<file path="src/rtl/regfile_dump_reader.sv">
`default_nettype none
// ============================================================================
// Module   : regfile_dump_reader
// Brief    : Walks the register-file read port and streams each register out
//            over valid/ready. Optional XOR checksum: REGFILE_DUMP_CHECKSUM_EN.
// Revision : 1.0 - initial release
// ============================================================================
module regfile_dump_reader #(
    parameter int DATA_W    = 32,
    parameter int ADDR_W    = 5,
    parameter int FIRST_REG = 0,
    parameter int LAST_REG  = 31
) (
    input  logic              clk,
    input  logic              reset_n,
    input  logic              start,
    output logic              busy,
    output logic              done,
    output logic [ADDR_W-1:0] rf_ra,
    input  logic [DATA_W-1:0] rf_rd,
    output logic              out_valid,
    input  logic              out_ready,
    output logic [DATA_W-1:0] out_data,
    output logic [ADDR_W-1:0] out_index
`ifdef REGFILE_DUMP_CHECKSUM_EN
    ,
    output logic [DATA_W-1:0] checksum
`endif
);

    localparam logic [ADDR_W-1:0] c_first_reg = ADDR_W'(FIRST_REG);
    localparam logic [ADDR_W-1:0] c_last_reg  = ADDR_W'(LAST_REG);

    typedef enum logic [1:0] {
        S_IDLE = 2'd0,
        S_READ = 2'd1,
        S_HOLD = 2'd2,
        S_FIN  = 2'd3
    } state_t;

    state_t             r_state;
    state_t             w_next;
    logic [ADDR_W-1:0]  r_idx;
    logic [ADDR_W-1:0]  w_idx_next;
    logic               r_busy;
    logic               r_done;
    logic               r_out_valid;
    logic [DATA_W-1:0]  r_out_data;
    logic [ADDR_W-1:0]  r_out_index;
    logic               w_accept;

    assign w_accept = r_out_valid && out_ready;

    always_comb begin
        w_next     = r_state;
        w_idx_next = r_idx;
        case (r_state)
            S_IDLE: begin
                if (start) begin
                    w_next     = S_READ;
                    w_idx_next = c_first_reg;
                end
            end
            S_READ: begin
                w_next = S_HOLD;
            end
            S_HOLD: begin
                if (w_accept) begin
                    // Terminal compare precedes increment so LAST_REG at the top of the range never wraps
                    if (r_idx == c_last_reg) begin
                        w_next = S_FIN;
                    end else begin
                        w_next     = S_READ;
                        w_idx_next = r_idx + ADDR_W'(1);
                    end
                end
            end
            default: begin
                w_next     = S_IDLE;
                w_idx_next = c_first_reg;
            end
        endcase
    end

    always_ff @(posedge clk or negedge reset_n) begin
        if (!reset_n) begin
            r_state     <= S_IDLE;
            r_idx       <= c_first_reg;
            r_busy      <= 1'b0;
            r_done      <= 1'b0;
            r_out_valid <= 1'b0;
            r_out_data  <= '0;
            r_out_index <= '0;
        end else begin
            r_state <= w_next;
            r_idx   <= w_idx_next;
            r_busy  <= (w_next != S_IDLE);
            r_done  <= (w_next == S_FIN);
            if (r_state == S_READ) begin
                r_out_valid <= 1'b1;
                r_out_data  <= rf_rd;
                r_out_index <= r_idx;
            end else if (w_accept) begin
                r_out_valid <= 1'b0;
            end
        end
    end

`ifdef REGFILE_DUMP_CHECKSUM_EN
    logic [DATA_W-1:0] r_checksum;

    always_ff @(posedge clk or negedge reset_n) begin
        if (!reset_n) begin
            r_checksum <= '0;
        end else if ((r_state == S_IDLE) && start) begin
            r_checksum <= '0;
        end else if ((r_state == S_HOLD) && w_accept) begin
            r_checksum <= r_checksum ^ r_out_data;
        end
    end

    assign checksum = r_checksum;
`endif

    assign rf_ra     = (r_state == S_IDLE) ? '0 : r_idx;
    assign busy      = r_busy;
    assign done      = r_done;
    assign out_valid = r_out_valid;
    assign out_data  = r_out_data;
    assign out_index = r_out_index;

endmodule
`default_nettype wire

</file>
<file path="config.mk">
export PLATFORM = sky130hd
export DESIGN_NAME = regfile_dump_reader
export DESIGN_NICKNAME = d
export VERILOG_FILES = /design/src/rtl/regfile_dump_reader.sv
export SDC_FILE = /design/constraint.sdc
export NUM_CORES = 1
export LEC_CHECK = 0
export ABC_CLOCK_PERIOD_IN_PS = 2300
export CORE_ASPECT_RATIO = 0.75
export CORE_MARGIN = 1.5
export CORE_UTILIZATION = 42
export DETAILED_ROUTE_END_ITERATION = 12
export PLACE_DENSITY = 0.91
export SKIP_LAST_GASP = 1
export SYNTH_ARGS = -nofsm -noshare
export SYNTH_HDL_FRONTEND = slang
export SYNTH_SLANG_ARGS = --single-unit
</file>
<file path="constraint.sdc">
create_clock -name clk -period 2.3 [get_ports clk]
set_input_delay 0.23 -clock clk [delete_from_list [all_inputs] [get_ports clk]]
set_output_delay 0.23 -clock clk [all_outputs]
set_load 0.02 [all_outputs]
</file>
==> results of run 1 <==
==> kinds of logic after synthesis <==
family                   after synthesis  share of synthesized area [%]
AO/OA/AOI/OAI                         10                           3.41
XOR/XNOR                               2                          0.902
adder cells (fa/ha/maj)                2                           1.29
buffers and inverters                  8                           2.58
flip-flops                            47                           60.5
multiplexers                          39                           22.5
AND/OR/NAND/NOR                       25                           8.82
==> through the flow <==
step | util, % | cell area, um2 | setup WS (ps) | power (W) | cells
6_report | 65.2 | 2910 | 136 | 0.00381 | 275
5_1_grt | 65.2 | 2910 | 57.2 | 0.00404 | 275
4_1_cts | 65.2 | 2910 | 122 | 0.00386 | 275
3_5_place_dp | 62.3 | 2780 | 380 | 0.00323 | 266
3_3_place_gp | 62.3 | 2780 | 418 | 0.00316 | 266
2_1_floorplan | - | 1940 | 459 | 0.00241 | 133
==> worst max-delay path, stage by stage (launching register included) <==
cell             delay (ps)
dfrtp_1                 640
nor2_1                  210
nor2b_1                 160
clkdlybuf4s50_1         650
==> repair_timing <==
action                                 4_1_cts  5_1_grt
hold buffers                                 1        0
buffers inserted                             0        0
setup endpoints to repair                    0        0
endpoints found under the hold margin        4        0
==> worst max-delay path by stage <==
stage                to  cells after the start  startpoint
5_1_grt        rf_ra[2]                      3  r_state[1]
6_report       rf_ra[2]                      3  r_state[1]
2_1_floorplan  r_idx[3]                      6    r_idx[0]
3_3_place_gp   r_idx[3]                      6    r_idx[0]
3_5_place_dp   r_idx[3]                      6    r_idx[0]
4_1_cts        rf_ra[2]                      3  r_state[1]
==> synthesized netlist by cell type <==
master,number,area [um2]
mux2_2,37,417
nor2b_1,5,31.3
nand2b_1,2,12.5
a21oi_1,2,10.0
nand2_1,6,22.5
or4_4,1,11.3
xor2_1,2,17.5
nand4b_1,1,8.76
dfrtp_1,47,1180
nand3b_4,1,20.0
buf_6,2,22.5
buf_2,4,20.0
and3_1,1,6.26
o22ai_1,4,25.0
nor2_1,2,7.51
o211ai_2,1,12.5
nor3_1,1,5.00
ha_1,2,25.0
nand2b_4,2,27.5
o21ai_0,2,10.0
inv_1,2,7.51
o2111ai_1,1,8.76
nand3_1,2,10.0
mux2i_1,2,20.0
nor4b_1,1,8.76
==> sequential cells by signal, indices dropped and copies added, names as in the netlist <==
name and count:
out_index 5, r_state 2, r_idx 5, busy 1, done 1, out_valid 1, out_data 32
==> placed cells by master, fill, tap and decap left out, types with 2 or more instances in the layout <==
| cell | count |
|---|---|
| xor2_1 | 2 |
| clkdlybuf4s50_1 | 79 |
| dfrtp_1 | 47 |
| nand3_1 | 2 |
| nand2b_4 | 2 |
| buf_4 | 2 |
| nand2_1 | 6 |
| inv_1 | 2 |
| clkbuf_8 | 6 |
| nor2b_1 | 5 |
| a21oi_1 | 2 |
| nand2b_1 | 2 |
| o21ai_0 | 2 |
| o22ai_1 | 4 |
| ha_1 | 2 |
| nor2_1 | 2 |
| mux2_2 | 37 |
| mux2i_1 | 2 |
==> power by group <==
group          internal (W)  switching [W]  total, W
Combinational      0.000982       0.000822   0.00180
Clock              0.000352       0.000264  0.000616
Sequential          0.00117       0.000225   0.00139
==> area by class of cell <==
type	count	area, um2	share of cell area, %
Clock buffer	6	82.6	2.84
Clock inverter	2	35.0	1.20
Inverter	2	7.51	0.258
Multi-Input combinational cell	78	717	24.6
Sequential cell	47	1180	40.4
Tap cell	57	71.3	2.45
Timing Repair Buffer	83	821	28.2
==> metal layers <==
metal / part of all wire [%] / wire length [um] / vias to the layer above
met5: 0 / 0 / -
met4: 0.98 / 40 / 0
met3: 10 / 411 / 7
met2: 48 / 1940 / 73
met1: 41 / 1690 / 662
li1: - / - / 633
==> results.md, run 1 <==
- Core ar.: 4470 um2
- Global route hottest layer: met2
- Final Setup Violations: 0
- Routed len/inst: ~15 um
- Kind of critical path: reg -> out
- Initial Util: 43.5%
- Die ar.: a little over 5000 um2
- IO Pins: about 80
- Post-Syn Instances: between 100 and 150
- # resized after CTS: 0
- GR Util met1: a little over a fifth
- DR vias/cell: approximately 5.0
- Synthesized cell area: 1940 um2
- Initial DRC count: 97
- Sinks on Clock Net: 47
- R2R cell count: 6
- FMAX: between 400 and 500 MHz
- Fin crit share: between 90% and 100%
- Clk slew on worst S/H paths: 80 ps
- Endpoints failing hold: 0
- RR Startpoint: r_idx[0]
- Max Slew Vio Count: 0
- Crit path required time: a little over 2000 ps
- First-pass detailed-route iteration total: 4
- Port Buffers: 80
- GR Overflow Total: 0
- RSZ-0062 raised after global routing: false
- WL final: around 4 mm
- First-pass GRT wire length: around 6.3 mm
- Antenna violations before repair: 0
- CP Capture Type: primary output
- Setup TNS: 0 ps
- Worst slew pin tran: 532 ps
- Post-route ant nets: 0
- DRC violations left: 0
- CTS Buffer Depth: 2
- Startpoint type of the worst setup path: register
- Clock tree from TritonCTS: yes
- Max cap viols: 0
- Syn_area_per_cell: 14.6 um2
- Die Wd: slightly above 80 um
- CP Data Arrival Time: roughly 1900 ps
- Worst-skew pair later-pin latency: approximately 290 ps
- Clock skew: 9.57 ps
- Share of cells above drive strength 1: 24.3%
- CTS H-Tree Depth: 2
- Sequential area share after synthesis: a little over 60%
- Nets: between 200 and 300
- Max-Slew Margin vs Limit: 64.5%
- WHS: approximately 280 ps
- Crit path max fanout: 14
- Synth-to-layout area growth: 49.8%
- GR Layer Usage met2: 28.5%
- GPL Wtd Cong: 0.928
- Leakage: approximately 1.3 nW
- VDD IR-drop max: around 0.65 mV
- # rows: 21
- Worst reg2reg path endpoint: r_idx[3]
- Hold Path Class: in -> async
- Reg2Reg Setup Slack: around 360 ps
- Status: complete, no violations
- Vias: between 1000 and 1500
- Die H: ~62 um
- Largest net degree at the start of global routing: 40
- Global-route usage over all layers: 17.3%
- CTS Buf Count: 5
- Vias in the first global route: 1370
- Post-synth net total: between 150 and 200
- Yosys warns: 0
- Period minus WS final: between 2000 and 2500 ps
- Fill count: approximately 340
- Power density over the cells: around 1300 nW/um2
- GR Layer Usage met3: between 6 and 7%
- Post-synth cell types: 25
- Root cell of the clock tree: clkbuf_8
- Yosys reg bits: 47
- N_diodes: 0
- Dpl hpwl: slightly below 3 mm
Note: power is estimated with default switching activity, not from simulation.
==> inputs of run 2 (changes only) <==
--- a/config.mk
+++ b/config.mk
@@ -5,6 +5,7 @@
 export SDC_FILE = /design/constraint.sdc
 export NUM_CORES = 1
 export LEC_CHECK = 0
+export ABC_AREA = 1
 export ABC_CLOCK_PERIOD_IN_PS = 2300
 export CORE_ASPECT_RATIO = 0.75
 export CORE_MARGIN = 1.5
==> run 2 against run 1 <==
Compared with the run above: design area fell by 1.8%; fmax rose by 14%; synthesized cell count rose by 21%; clock power fell by 24%; flip-flop and latch count did not move; worst hold slack got worse by 260 ps; synthesized area fell by 1.7%; clock skew fell by 4.2 ps; critical endpoint is now rf_ra[1]; highest routed layer unchanged.
==> results.md, run 2 <==
- Status: complete, no violations (unchanged)
- Period minus WS final: 1890 ps (was 2160 ps)
- Crit path required time: 2070 ps (about the same)
- Clk slew on worst S/H paths: 80 ps (about the same)
- R2R cell count: 9 (was 6)
- Hold Path Class: in -> async (unchanged)
- Fin crit share: 82.3% (was 94.1%)
- Global-route usage over all layers: 16.4% (was 17.3%)
- Root cell of the clock tree: clkbuf_8 (unchanged)
- Antenna violations before repair: 0 (unchanged)
- Routed len/inst: 13.0 um (was 14.8 um)
- Most frequent CP cell: nor2_1
- Top cell type's share of synthesized area: 61.6% (was 60.5%)
- RR Startpoint: r_idx[0] (unchanged)
- Finished Cell Area: 2860 um2 (was 2910 um2)
- Synthesized cell area: 1910 um2 (was 1940 um2)
- Endpoints failing hold: 0 (unchanged)
- Sinks on Clock Net: 47 (unchanged)
- # resized after CTS: 0 (unchanged)
- First-pass detailed-route iteration total: 4 (unchanged)
- Post-DP Area: 2770 um2 (was 2780 um2)
- Startpoint type of the worst setup path: register (unchanged)
- CTS H-Tree Depth: 2 (unchanged)
- Initial Util: 43.3% (was 43.5%)
- Die ar.: 4970 um2 (was 5050 um2)
- Worst-skew pair later-pin latency: 290 ps (about the same)
- FMAX: 528 MHz (was 462 MHz)
- Post-synth EDFFs: 0 (unchanged)
- Clock skew: 5.41 ps (was 9.57 ps)
- Post-synth cell types: 13 (was 25)
- Main area contributors after synthesis: dfrtp_1 (62%), mux2_2 (19%), nand2_1 (6.5%), nor2_1 (2.9%), inv_1 (2.8%) (was dfrtp_1 (61%), mux2_2 (21%), nor2b_1 (1.6%), nand2b_4 (1.4%), ha_1 (1.3%))
- # rows: 21 (unchanged)
- Post-Syn Instances: 161 (was 133)
- Power density over the cells: 1340 nW/um2 (was 1310 nW/um2)
- Reg2Reg Setup Slack: 640 ps (was 360 ps)
- Vias: 1424 (was 1375)
- IO Pins: 81 (unchanged)
- Post-CTS Setup Inserts: 0 (unchanged)
- Internal: 0.00243 W (was 0.00250 W)
- Port Buffers: 80 (unchanged)
- Leading cell type in the layout, fill and taps excluded: clkdlybuf4s50_1 (unchanged)
- Most numerous cell in the Yosys netlist: dfrtp_1 (unchanged)
- CTS Buf Count: 5 (unchanged)
- GR Overflow Total: 0 (unchanged)
- Kind of critical path: reg -> out (unchanged)
- Max cap viols: 0 (unchanged)
- CP max stage cell: clkdlybuf4s50_1 (unchanged)
- GPL Wtd Cong: 0.871 (was 0.928)
- Sw frac: 36.5% (was 34.4%)
- Nets: 285 (was 255)
- Clock network fraction of design power: 12.2% (was 16.2%)
- Clock tree from TritonCTS: yes (unchanged)
- Max incr delay on CP: 550 ps (was 650 ps)
- Synth area leader: dfrtp_1 (unchanged)
- RSZ-0062 raised after global routing: false (unchanged)
- Final Setup Violations: 0 (unchanged)
- Crit path max fanout: 7 (was 14)
- Initial DRC count: 38 (was 97)
- CTS Buffer Depth: 2 (unchanged)
- Asr flop ratio synth: 100% (unchanged)
- Post-synth net total: 199 (was 171)
- CP Capture Type: primary output (unchanged)
- Yosys reg bits: 47 (unchanged)
- DR vias/cell: 4.67 (was 5.00)
- Most frequent cells in the layout: clkdlybuf4s50_1 (79), dfrtp_1 (47), nand2_1 (33), mux2_2 (32), nor2_1 (15) (was clkdlybuf4s50_1 (79), dfrtp_1 (47), mux2_2 (37), nand2_1 (6), clkbuf_8 (6))
- Worst slew pin tran: 583 ps (was 532 ps)
- Synth-to-layout area growth: 49.6% (was 49.8%)
- Sequential area share after synthesis: 61.6% (was 60.5%)
- Kind of cell adding the most delay to the critical path: buffers and inverters (unchanged)
- Worst reg2reg path endpoint: r_idx[2] (was r_idx[3])
- N_diodes: 0 (unchanged)
- Syn_area_per_cell: 11.9 um2 (was 14.6 um2)
- Combinational share of power: 51.7% (was 47.3%)
- Dpl hpwl: 3.02 mm (was 2.98 mm)
- Critical path cell sequence: nor2_1 -> nor2_1 -> clkdlybuf4s50_1 (was nor2_1 -> nor2b_1 -> clkdlybuf4s50_1)
- Leakage: 1.27 nW (was 1.26 nW)
- Yosys warns: 0 (unchanged)
- Die Wd: 80.9 um (was 81.5 um)
- Post-route ant nets: 0 (unchanged)
- Most frequent cells after synthesis: dfrtp_1 (47), nand2_1 (33), mux2_2 (32) (was dfrtp_1 (47), mux2_2 (37), nand2_1 (6))
- Main flop type after synthesis: dfrtp_1 (unchanged)
- Psw: 0.00139 W (was 0.00131 W)
- Die H: 61.4 um (was 61.9 um)
- Setup TNS: 0 ps (unchanged)
- Reg power frac: 36.0% (was 36.5%)
- VDD IR-drop max: 0.677 mV (was 0.645 mV)
- First-pass GRT wire length: 6.05 mm (was 6.29 mm)
- Max reg flops: 32 (unchanged)
- DRC violations left: 0 (unchanged)
- Buffers plus inverters on the worst setup path: 1 (unchanged)
- WL final: 3.97 mm (was 4.08 mm)
- # hold bufs at CTS: 0 (was 1)
- Max-Slew Margin vs Limit: 61.1% (was 64.5%)
- Core ar.: 4410 um2 (was 4470 um2)
- CP Data Arrival Time: 1660 ps (was 1930 ps)
- Max Slew Vio Count: 0 (unchanged)
- Vias in the first global route: 1339 (was 1370)
- Largest net degree at the start of global routing: 48 (was 40)
- Share of cells above drive strength 1: 18.1% (was 24.3%)
-- run 2: changes by cell type after synthesis, moves of 3 or more --
cell / change
buf_2: -3
nand2_1: +27
o21ai_0: +5
o22ai_1: -4
nor2b_1: -5
inv_1: +12
nor2_1: +13
mux2_2: -5
-- run 2: kinds of logic after synthesis --
logic type	Yosys count	share of synthesized area [%]
buffers and inverters	18	4.78
adder cells (fa/ha/maj)	2	1.31
AO/OA/AOI/OAI	7	1.83
flip-flops	47	61.6
AND/OR/NAND/NOR	55	11.7
multiplexers	32	18.9
-- run 2: per-stage QoR --
step | instances | util (%) | total power (W) | setup slack (ps) | hold WS (ps)
floorplan | 161 | - | 0.00250 | 823 | -65.6
finish | 305 | 64.8 | 0.00383 | 407 | 16.2
CTS | 305 | 64.8 | 0.00389 | 390 | 36.9
global route | 305 | 64.8 | 0.00408 | 288 | 66.0
global placement | 297 | 62.8 | 0.00333 | 728 | 354
detailed placement | 297 | 62.8 | 0.00340 | 654 | 359
-- run 2: worst max-delay path by stage --
stage / start / endpoint / cells past startpoint
floorplan: r_idx[0] / busy / 9
global placement: r_idx[0] / busy / 9
detailed placement: r_idx[0] / r_idx[4] / 9
CTS: r_state[1] / rf_ra[1] / 3
global route: r_state[1] / rf_ra[4] / 3
finish: r_state[1] / rf_ra[1] / 3
-- run 2: per-layer routing --
metal / track usage, % / up-vias / part of all wire [%]
li1: - / 686 / -
met4: 4.43 / 0 / 0.58
met2: 26.9 / 51 / 47
met3: 5.78 / 5 / 8.9
met5: 0 / - / 0
met1: 21.0 / 682 / 43
-- run 2: cell type report --
cell class	instances	area [um2]
Clock buffer	6	72.6
Clock inverter	2	12.5
Fill cell	364	1560
Inverter	14	52.6
Multi-Input combinational cell	96	643
Sequential cell	47	1180
Tap cell	57	71.3
Timing Repair Buffer	83	831
-- run 2: worst reg2reg max path, stage by stage (launching register included) --
cell and delay [ps]:
dfrtp_1 430, ha_1 230, nand2_1 80, nor2_1 50, ha_1 200, nand3_1 90, nand2_1 50, nor2_1 300
nand2_1 90, nand2_1 80
-- run 2: power groups by stage --
stage	clock [W]	sequential [W]	combinational, W
final	0.000469	0.00138	0.00198
after global routing	0.000528	0.00142	0.00213
after CTS	0.000496	0.00138	0.00201
after detailed placement	0	0.00140	0.00201
after global placement	0	0.00137	0.00196
after floorplan	0	0.00179	0.000710
